**src/rtl/fifo_wr_arb_if.sv**
```systemverilog
// Requester and FIFO write-side bundle for fifo_wr_arb.
// master drives requests and FIFO flags; slave is the arbiter.
interface fifo_wr_arb_if #(
   parameter int NUM_REQ    = 4,
   parameter int FIFO_WIDTH = 16
);
   logic [NUM_REQ-1:0]            req;
   logic [NUM_REQ-1:0]            last;
   logic [NUM_REQ*FIFO_WIDTH-1:0] data_in;
   logic [NUM_REQ-1:0]            gnt;
   logic                          fifo_full;
   logic                          fifo_overflow;
   logic                          fifo_wr_en;
   logic [FIFO_WIDTH-1:0]         fifo_data_in;

   modport master (
      output req, last, data_in, fifo_full, fifo_overflow,
      input  gnt, fifo_wr_en, fifo_data_in
   );

   modport slave (
      input  req, last, data_in, fifo_full, fifo_overflow,
      output gnt, fifo_wr_en, fifo_data_in
   );
endinterface

```
**src/rtl/fifo_wr_arb.sv**
```systemverilog
// Round-robin burst write arbiter in front of a FIFO.
// Define FIFO_WR_ARB_STATS_EN to build saturating per-requester grant counters.
module fifo_wr_arb #(
   parameter int NUM_REQ    = 4,
   parameter int FIFO_WIDTH = 16,
   parameter int MAX_BURST  = 4
) (
   input  logic                       clk,
   input  logic                       rst_n,
   fifo_wr_arb_if.slave               bus,
   output logic [$clog2(NUM_REQ)-1:0] owner,
   output logic                       busy,
   output logic                       err_ovf,
   output logic [NUM_REQ*16-1:0]      grant_cnt
);
   localparam int IW = $clog2(NUM_REQ);
   localparam logic [3:0] LAST_BEAT = 4'(MAX_BURST);
   localparam bit MULTI = (MAX_BURST > 1);

   typedef enum logic {ARB, BURST} state_t;

   state_t          state;
   logic [IW-1:0]   rr_ptr;
   logic [3:0]      beat_cnt;
   logic [IW-1:0]   win;
   logic            win_vld;
   logic [IW-1:0]   sel;
   logic [NUM_REQ-1:0] gnt_c;
   int              idx;

   function automatic logic [IW-1:0] nxt(input logic [IW-1:0] x);
      return (int'(x) == NUM_REQ - 1) ? '0 : x + 1'b1;
   endfunction

   // first requester at or after rr_ptr, wrapping
   always_comb begin
      win     = '0;
      win_vld = 1'b0;
      idx     = 0;
      for (int k = 0; k < NUM_REQ; k++) begin
         idx = int'(rr_ptr) + k;
         if (idx >= NUM_REQ) idx = idx - NUM_REQ;
         if (!win_vld && bus.req[idx]) begin
            win_vld = 1'b1;
            win     = idx[IW-1:0];
         end
      end
   end

   always_comb begin
      gnt_c = '0;
      sel   = (state == BURST) ? owner : win;
      if (rst_n && !bus.fifo_full) begin
         if (state == BURST) gnt_c[owner] = bus.req[owner];
         else if (win_vld)   gnt_c[win]   = 1'b1;
      end
   end

   assign bus.gnt          = gnt_c;
   assign bus.fifo_wr_en   = |gnt_c;
   assign bus.fifo_data_in = (|gnt_c) ?
      bus.data_in[sel*FIFO_WIDTH +: FIFO_WIDTH] : '0;

   always_ff @(posedge clk or negedge rst_n) begin
      if (!rst_n) begin
         state    <= ARB;
         rr_ptr   <= '0;
         beat_cnt <= '0;
         owner    <= '0;
         busy     <= 1'b0;
         err_ovf  <= 1'b0;
      end else begin
         if (bus.fifo_overflow) err_ovf <= 1'b1;
         unique case (state)
            ARB: begin
               if (|gnt_c) begin
                  if (!bus.last[win] && MULTI) begin
                     state    <= BURST;
                     busy     <= 1'b1;
                     owner    <= win;
                     beat_cnt <= 4'd1;
                  end else begin
                     rr_ptr <= nxt(win);
                  end
               end
            end
            BURST: begin
               if (!bus.req[owner] ||
                   (gnt_c[owner] &&
                    (bus.last[owner] || beat_cnt + 4'd1 == LAST_BEAT))) begin
                  state    <= ARB;
                  busy     <= 1'b0;
                  beat_cnt <= '0;
                  rr_ptr   <= nxt(owner);
               end else if (gnt_c[owner]) begin
                  beat_cnt <= beat_cnt + 4'd1;
               end
            end
            default: state <= ARB;
         endcase
      end
   end

`ifdef FIFO_WR_ARB_STATS_EN
   logic [15:0] cnt [NUM_REQ];

   always_ff @(posedge clk or negedge rst_n) begin
      if (!rst_n) begin
         for (int i = 0; i < NUM_REQ; i++) cnt[i] <= '0;
      end else begin
         for (int i = 0; i < NUM_REQ; i++)
            if (gnt_c[i] && cnt[i] != 16'hFFFF) cnt[i] <= cnt[i] + 16'd1;
      end
   end

   for (genvar g = 0; g < NUM_REQ; g++) begin : g_cnt
      assign grant_cnt[g*16 +: 16] = cnt[g];
   end
`else
   assign grant_cnt = '0;
`endif
endmodule

```
**src/flat_wrapper.sv**
```systemverilog
// flat-port wrapper written by rule: the top's interface ports become plain ports
module fifo_wr_arb_flat 
#(
   parameter int NUM_REQ    = 4,
   parameter int FIFO_WIDTH = 16,
   parameter int MAX_BURST  = 4
)
  (clk, rst_n, owner, busy, err_ovf, grant_cnt, bus_req, bus_last, bus_data_in, bus_fifo_full, bus_fifo_overflow, bus_gnt, bus_fifo_wr_en, bus_fifo_data_in);
  fifo_wr_arb_if #(.NUM_REQ(NUM_REQ), .FIFO_WIDTH(FIFO_WIDTH)) bus_i ();
  input  logic clk;
  input  logic rst_n;
  output logic [$clog2(NUM_REQ)-1:0] owner;
  output logic busy;
  output logic err_ovf;
  output logic [NUM_REQ*16-1:0] grant_cnt;
  input wire logic [$bits(bus_i.req)-1:0] bus_req;
  input wire logic [$bits(bus_i.last)-1:0] bus_last;
  input wire logic [$bits(bus_i.data_in)-1:0] bus_data_in;
  input wire logic [$bits(bus_i.fifo_full)-1:0] bus_fifo_full;
  input wire logic [$bits(bus_i.fifo_overflow)-1:0] bus_fifo_overflow;
  output wire logic [$bits(bus_i.gnt)-1:0] bus_gnt;
  output wire logic [$bits(bus_i.fifo_wr_en)-1:0] bus_fifo_wr_en;
  output wire logic [$bits(bus_i.fifo_data_in)-1:0] bus_fifo_data_in;
  assign bus_i.req = bus_req;
  assign bus_i.last = bus_last;
  assign bus_i.data_in = bus_data_in;
  assign bus_i.fifo_full = bus_fifo_full;
  assign bus_i.fifo_overflow = bus_fifo_overflow;
  assign bus_gnt = bus_i.gnt;
  assign bus_fifo_wr_en = bus_i.fifo_wr_en;
  assign bus_fifo_data_in = bus_i.fifo_data_in;
  fifo_wr_arb #(.NUM_REQ(NUM_REQ), .FIFO_WIDTH(FIFO_WIDTH), .MAX_BURST(MAX_BURST)) u_core (.clk(clk), .rst_n(rst_n), .bus(bus_i), .owner(owner), .busy(busy), .err_ovf(err_ovf), .grant_cnt(grant_cnt));
endmodule
```
**config.mk**
```make
export PLATFORM = sky130hd
export DESIGN_NAME = fifo_wr_arb_flat
export DESIGN_NICKNAME = d
export VERILOG_FILES = /design/src/rtl/fifo_wr_arb_if.sv /design/src/rtl/fifo_wr_arb.sv /design/src/flat_wrapper.sv
export SDC_FILE = /design/constraint.sdc
export NUM_CORES = 1
export LEC_CHECK = 0
export ABC_AREA = 0
export CAP_MARGIN = 10
export CORE_ASPECT_RATIO = 0.7
export CORE_MARGIN = 3
export CORE_UTILIZATION = 38
export DETAILED_ROUTE_END_ITERATION = 10
export HOLD_SLACK_MARGIN = 0.05
export PLACE_DENSITY = 0.95
export SLEW_MARGIN = 40
export SYNTH_ARGS = -nofsm -noshare
export SYNTH_HDL_FRONTEND = slang
export SYNTH_SLANG_ARGS = --single-unit
```
**constraint.sdc**
```tcl
create_clock -name clk -period 8.2 [get_ports clk]
set_input_delay 0.82 -clock clk [delete_from_list [all_inputs] [get_ports clk]]
set_output_delay 0.82 -clock clk [all_outputs]
set_load 0.01 [all_outputs]
```
Word-level counts from Yosys, hierarchy flattened
Cells that the tools add are included.
- muxes and demuxes: 60
- order comparisons: 12
- add/sub/neg operators: 10
- $mul: 0
- reductions and logical operators: 19
- shift-type cells: 1
- div/mod/pow operators: 0
- equal/unequal tests: 8
- bitwise logic cells: 3
- operators with widths (cell ; count):
    < comparator 32 x 4 -> 1 bit, second input constant ; 4
    2-to-1 mux 32 bit ; 4
    >= comparator 32 x 4 -> 1 bit, second input constant ; 3
    subtractor 32 x 4 -> 32 bit, second input constant ; 3
    variable part select 64 x 7 -> 16 bit ; 1
    2-to-1 mux 4 bit ; 7
    2-to-1 mux 1 bit ; 24
    2-to-1 mux 2 bit ; 10
    binary-select mux 1 bit (select 2 bit) ; 8
    2-to-1 mux 16 bit ; 1
    AND reduction 3 bit ; 4
    one-hot mux 4 bit (2 select lines) ; 1
    logical AND 1 bit ; 7
    adder 2 x 2 -> 3 bit, second input constant ; 2
    < comparator 2 x 3 -> 1 bit, second input constant ; 2
    inequality test 2 bit, second input constant ; 3
    logical NOT 1 bit ; 5
    adder 2 x 1 -> 2 bit, second input constant ; 2
    adder 4 x 1 -> 4 bit, second input constant ; 1
    AND 4 bit ; 1
    demux 1 bit (select 2 bit) ; 2
    equality test 2 x 1 -> 1 bit, second input constant ; 2
    equality test 4 x 3 -> 1 bit, second input constant ; 1
    >= comparator 2 x 1 -> 1 bit, second input constant ; 2
    10 further kinds ; 13
- logic and storage cells: 119
- output and inout port bits: 89
- memories kept: 0
- bits in writable memories: 0
- bits in latches: 0
- flip-flop bits (word level): 11
- bits in read-only memories: 0
- bits of input ports: 76

Logic depth before layout (Yosys ltp)
- word-level depth: 28
- gate-level depth with buffers: 13
- mapped depth without buffers: 12

Worst setup path before layout
No wires, ideal clock.
- kind: input -> output
- start: input bus_req[0]
- end: output bus_fifo_data_in[10]
- data arrival time: 2761 ps
- cell stages on the path: 11
- path buffers: 2
- setup slack: 4619 ps
- cells stage by stage: buf_6 -> mux2i_1 -> nor2_1 -> nor3_2 -> inv_1 -> ha_1 -> o41ai_1 -> a31o_2 -> inv_1 -> clkbuf_1 -> and2_1
- cells in the longest elaborated chain, start to end: 22
- elaborated cells between the ends (all ways): 41
- those cells by class: order compare: 2; shift: 1; mux: 29; bitwise: 1; reduce/logical: 8
- ends and longest elaborated chain (item ; line ; RTL):
    from (decl) ; flat_wrapper.sv:16 ; input wire logic [$bits(bus_i.req)-1:0] bus_req;
    binary-select mux 1 bit (select 2 bit) ; fifo_wr_arb.sv:43 ; if (!win_vld && bus.req[idx]) begin
    2-to-1 mux 1 bit (not written as such) (2 in a row) ; fifo_wr_arb.sv:43 ;
    2-to-1 mux 1 bit ; fifo_wr_arb.sv:43 ;
    logical NOT 1 bit ; fifo_wr_arb.sv:43 ;
    logical AND 1 bit ; fifo_wr_arb.sv:43 ;
    2-to-1 mux 1 bit ; fifo_wr_arb.sv:43 ;
    logical NOT 1 bit ; fifo_wr_arb.sv:43 ;
    logical AND 1 bit ; fifo_wr_arb.sv:43 ;
    (+4 left out) ; n/a ;
    net u_core.win[0] ; fifo_wr_arb.sv:25 ; logic [IW-1:0] win;
    (+2 left out) ; n/a ;
    2-to-1 mux 1 bit (not written as such) ; fifo_wr_arb.sv:55 ; else if (win_vld) gnt_c[win] = 1'b1;
    demux 1 bit (select 2 bit) (*) ; n/a ;
    2-to-1 mux 4 bit (*) ; fifo_wr_arb.sv:55 ;
    2-to-1 mux 4 bit (*) ; fifo_wr_arb.sv:54 ; if (state == BURST) gnt_c[owner] = bus.req[owner];
    2-to-1 mux 4 bit (*) ; fifo_wr_arb.sv:53 ; if (rst_n && !bus.fifo_full) begin
    OR reduction 4 bit (*) ; n/a ;
    net bus_fifo_wr_en ; flat_wrapper.sv:22 ; output wire logic [$bits(bus_i.fifo_wr_en)-1:0] bus_fifo_wr_en;
    2-to-1 mux 16 bit (*) ; fifo_wr_arb.sv:61 ; assign bus.fifo_data_in = (|gnt_c) ?
    to (decl) ; flat_wrapper.sv:23 ; output wire logic [$bits(bus_i.fifo_data_in)-1:0] bus_fifo_data_in;
Mark *: on every way through the listed nets, which the timed path passes. The rest lies on a longest branch. The select of a mux whose other input is x is not followed.

Worst setup path in the final report
- start: input bus_req[0]
- end: output bus_fifo_data_in[10]
- cells in the longest elaborated chain, start to end: 22
- elaborated cells between the ends (all ways): 41
- those cells by class: order compare: 2; shift: 1; mux: 29; bitwise: 1; reduce/logical: 8
- ends and longest elaborated chain (item ; line):
    binary-select mux 1 bit (select 2 bit) ; fifo_wr_arb.sv:43
    2-to-1 mux 1 bit (not written as such) (2 in a row) ; fifo_wr_arb.sv:43
    2-to-1 mux 1 bit ; fifo_wr_arb.sv:43
    logical NOT 1 bit ; fifo_wr_arb.sv:43
    logical AND 1 bit ; fifo_wr_arb.sv:43
    2-to-1 mux 1 bit ; fifo_wr_arb.sv:43
    logical NOT 1 bit ; fifo_wr_arb.sv:43
    logical AND 1 bit ; fifo_wr_arb.sv:43
    (+4 left out) ; n/a
    net u_core.win[0] ; fifo_wr_arb.sv:25
    (+1 left out) ; n/a
    logical AND 1 bit (not written as such) ; fifo_wr_arb.sv:55
    2-to-1 mux 1 bit (not written as such) ; fifo_wr_arb.sv:55
    demux 1 bit (select 2 bit) ; n/a
    2-to-1 mux 4 bit ; fifo_wr_arb.sv:55
    2-to-1 mux 4 bit ; fifo_wr_arb.sv:54
    2-to-1 mux 4 bit ; fifo_wr_arb.sv:53
    OR reduction 4 bit ; fifo_wr_arb.sv:61
    2-to-1 mux 16 bit (*) ; fifo_wr_arb.sv:61
Marks and branches as above.

==> flow_summary.yaml <==
status:
  status: "completed"
power:
  p_leak_nw: 1.28
  powerDensity_mw_per_mm2: 219
  peakVddDrop_mv: 0.107
placement:
  dp_hpwl_microns: 5140
  place_congestion: 0.984
  io_buffers: 100
  post-place-cells: 395
global_route:
  grt_overflow_total: 0
  antenna_found_initial: 0
  grt_use_total_pct: 16.8
  grt_pass1_wl_microns: 9030
  grt_max_degree: 19
  grt_pass1_vias: 1764
route:
  post-route-drc-count: 0
  avgViaCountPerCell: 4.71
  wl_per_cell_microns: 14.9
  first_iter_violations: 145
  firstDrtPassIters: 4
  ant_nets: 0
  vias: 1883
  drt_wl_total_microns: 5940
yosys:
  synth_edf_count: 0
  yosysSeqAreaShare_pct: 12.7
  syn_inst: 233
  ys.flop_type: "dfrtp_1"
  synth_cell_types: 53
  async_flop_share_pct: 100
  syn-cell-area_sq_mm: 0.00217
  syn_area_per_cell_sq_um: 9.33
  synth-seq-cells: 11
  synth_warnings: 0
sta:
  final_hold_viol_count: 0
  post-route-period-util_pct: 58.8
  max_clock_freq_ghz: 0.207
  rsz0062_at_grt: "false"
  setup_viol: 0
  max_slew.worst_pin.slew_ps: 668
  maxSlewViolCount: 0
  clock-skew-final_ps: 7.46
  relSlewSlack_pct: 55.4
  setup_tns_ps: 0
  fin_crit_ps: 4820
clocking:
  cts.sinks: 11
  clk_pin_slew_worst_paths_ps: 40
  cts_hold_repair.buffers: 0
  cts_setup_buffers: 0
  cts_resized: 0
  clock_path_buffers: 2
  tritoncts: "built"
  root_buffer: "clkbuf_8"
  cts_htree_levels: 1
  cts_buffers: 3
  insertion_delay_ps: 240
floorplanning:
  die-height_microns: 69.3
  die_width_microns: 96.4
  row_count: 22
  io_pins: 165
  die_area_sq_mm: 0.00668
  core-area_sq_mm: 0.00540
  start_util_pct: 40.3
worst_setup_path:
  crit_required_ps: 7380
  startpoint_type: "input pin"
  cp.arrival_ps: 4000
  worst_setup_path_end_kind: "output pin"
  criticalPathCategory: "input pin to output pin"
  crit_path_max_fanout: 18
layout:
  area_delta_synth_final_pct: 38.7
  utilization_pct: 55.9
  nets: 414
  drive_gt1_share_pct: 11.6
  antenna_cells: 0
  stdcell_count: 400
job:
  maxCapViolCount: 0
worst_hold_path:
  worstHoldPathType: "flip-flop to flip-flop"
==> Yosys cell counts (2+ instances only) <==
library cell	number	share of area [%]
buf_4	65	22
mux4_2	17	18
and2_1	16	4.6
nor2_1	15	2.6
dfrtp_1	11	13
inv_1	10	1.7
ha_1	9	5.2
nand2_1	9	1.6
mux2i_1	7	3.2
a21oi_1	6	1.4
nand3_1	5	1.2
nand2b_1	4	1.2
nor3_1	4	0.92
clkbuf_8	3	1.9
nor3b_1	3	1.0
o32ai_1	3	1.2
a211o_1	2	0.81
a211oi_1	2	0.69
buf_2	2	0.46
buf_6	2	1.0
mux2_2	2	1.0
o211ai_1	2	0.69
o21a_1	2	0.69
o22ai_1	2	0.58
or2_2	2	0.58
==> flip-flops by register name (all words and copies together) (netlist names) <==
register,count
u_core.busy,1
u_core.owner,2
u_core.err_ovf,1
u_core.state,1
u_core.beat_cnt,4
u_core.rr_ptr,2
==> layer usage <==
layer	part of all wire, %	vias up	global-route usage [%]
met4	0.99	0	3.42
met1	40	904	23.3
met2	51	76	27.7
li1	-	897	-
met5	0	-	0
met3	7.8	6	2.39
==> stage by stage <==
step	instance area, sq um	power, mW	setup slack (ps)	hold WS (ps)
after floorplan	2410	0.473	4620	487
after global placement	2940	0.575	3540	451
after detailed placement	2940	0.588	3380	455
after CTS	2980	0.646	3380	466
after global routing	3020	0.715	3180	476
final	3020	0.661	3380	463
==> cells in the final DEF, fill, tap and decap left out, types with 2 or more instances in the layout <==
| cell | Yosys | routed |
|---|---|---|
| o21a_1 | 2 | 2 |
| mux4_2 | 17 | 17 |
| clkdlybuf4s50_1 | 0 | 100 |
| nand2b_1 | 4 | 4 |
| conb_1 | 1 | 64 |
| clkbuf_8 | 3 | 3 |
| o32ai_1 | 3 | 3 |
| ha_1 | 9 | 9 |
| or2_2 | 2 | 2 |
| inv_1 | 10 | 10 |
| o21ai_4 | 1 | 2 |
| a21oi_1 | 6 | 6 |
| mux2_2 | 2 | 2 |
| o22ai_1 | 2 | 2 |
| nand2_1 | 9 | 9 |
| and2_1 | 16 | 16 |
| o211ai_1 | 2 | 2 |
| nor3_1 | 4 | 4 |
| dfrtp_1 | 11 | 11 |
| nor3b_1 | 3 | 3 |
| nand3_1 | 5 | 5 |
| a211oi_1 | 2 | 2 |
| nor2_1 | 15 | 15 |
| mux2i_1 | 7 | 7 |
| a211o_1 | 2 | 2 |
==> cells by family (layout without fill, tap and decap cells) <==
logic type | Yosys count | in the layout | share of synthesized area [%]
flip-flops | 11 | 11 | 12.7
buffers and inverters | 84 | 116 | 27.9
other | 1 | 64 | 0.172
AND/OR/NAND/NOR | 68 | 68 | 17.7
AO/OA/AOI/OAI | 33 | 33 | 13.3
adder cells (fa/ha/maj) | 9 | 9 | 5.18
multiplexers | 27 | 27 | 23.1
==> final cells by class <==
| cell class | instances | area [sq um] |
|---|---|---|
| timing repair buffer | 101 | 1030 |
| clock buffer | 4 | 45.0 |
| sequential | 11 | 275 |
| inverter | 11 | 41.3 |
| multi-input combinational | 201 | 1540 |
| fill | 499 | 2380 |
| tap | 72 | 90.1 |
==> worst paths after layout <==
kind / start / end / slack (ps) / cells past startpoint
min in group asynchronous: rst_n / u_core.beat_cnt[1]$_DFFE_PN0P_ / 930 / 1
max reg2reg: u_core.rr_ptr[1]$_DFFE_PN0P_ / u_core.rr_ptr[0]$_DFFE_PN0P_ / 5060 / 11
min: u_core.err_ovf$_DFFE_PN0P_ / u_core.err_ovf$_DFFE_PN0P_ / 460 / 1
max in group asynchronous: rst_n / u_core.err_ovf$_DFFE_PN0P_ / 6910 / 1
min reg2reg: u_core.err_ovf$_DFFE_PN0P_ / u_core.err_ovf$_DFFE_PN0P_ / 460 / 1
max: bus_req[0] / bus_fifo_data_in[10] / 3380 / 11
==> report_power, final <==
part | switching [mW] | total [mW] | internal (mW)
Combinational | 0.224 | 0.485 | 0.261
Clock | 0.0199 | 0.0540 | 0.0341
Sequential | 0.0459 | 0.122 | 0.0763
Total | 0.290 | 0.661 | 0.371
==> critical path, cell delays in order <==
cell and delay (ps):
clkdlybuf4s50_1 560, mux2i_1 190, nor2_1 60, nor3_2 330, inv_1 190, ha_1 260, o41ai_1 400, a31o_2 270
inv_1 200, and2_1 220, clkdlybuf4s50_1 490
Power figures use the tool's default switching activity.
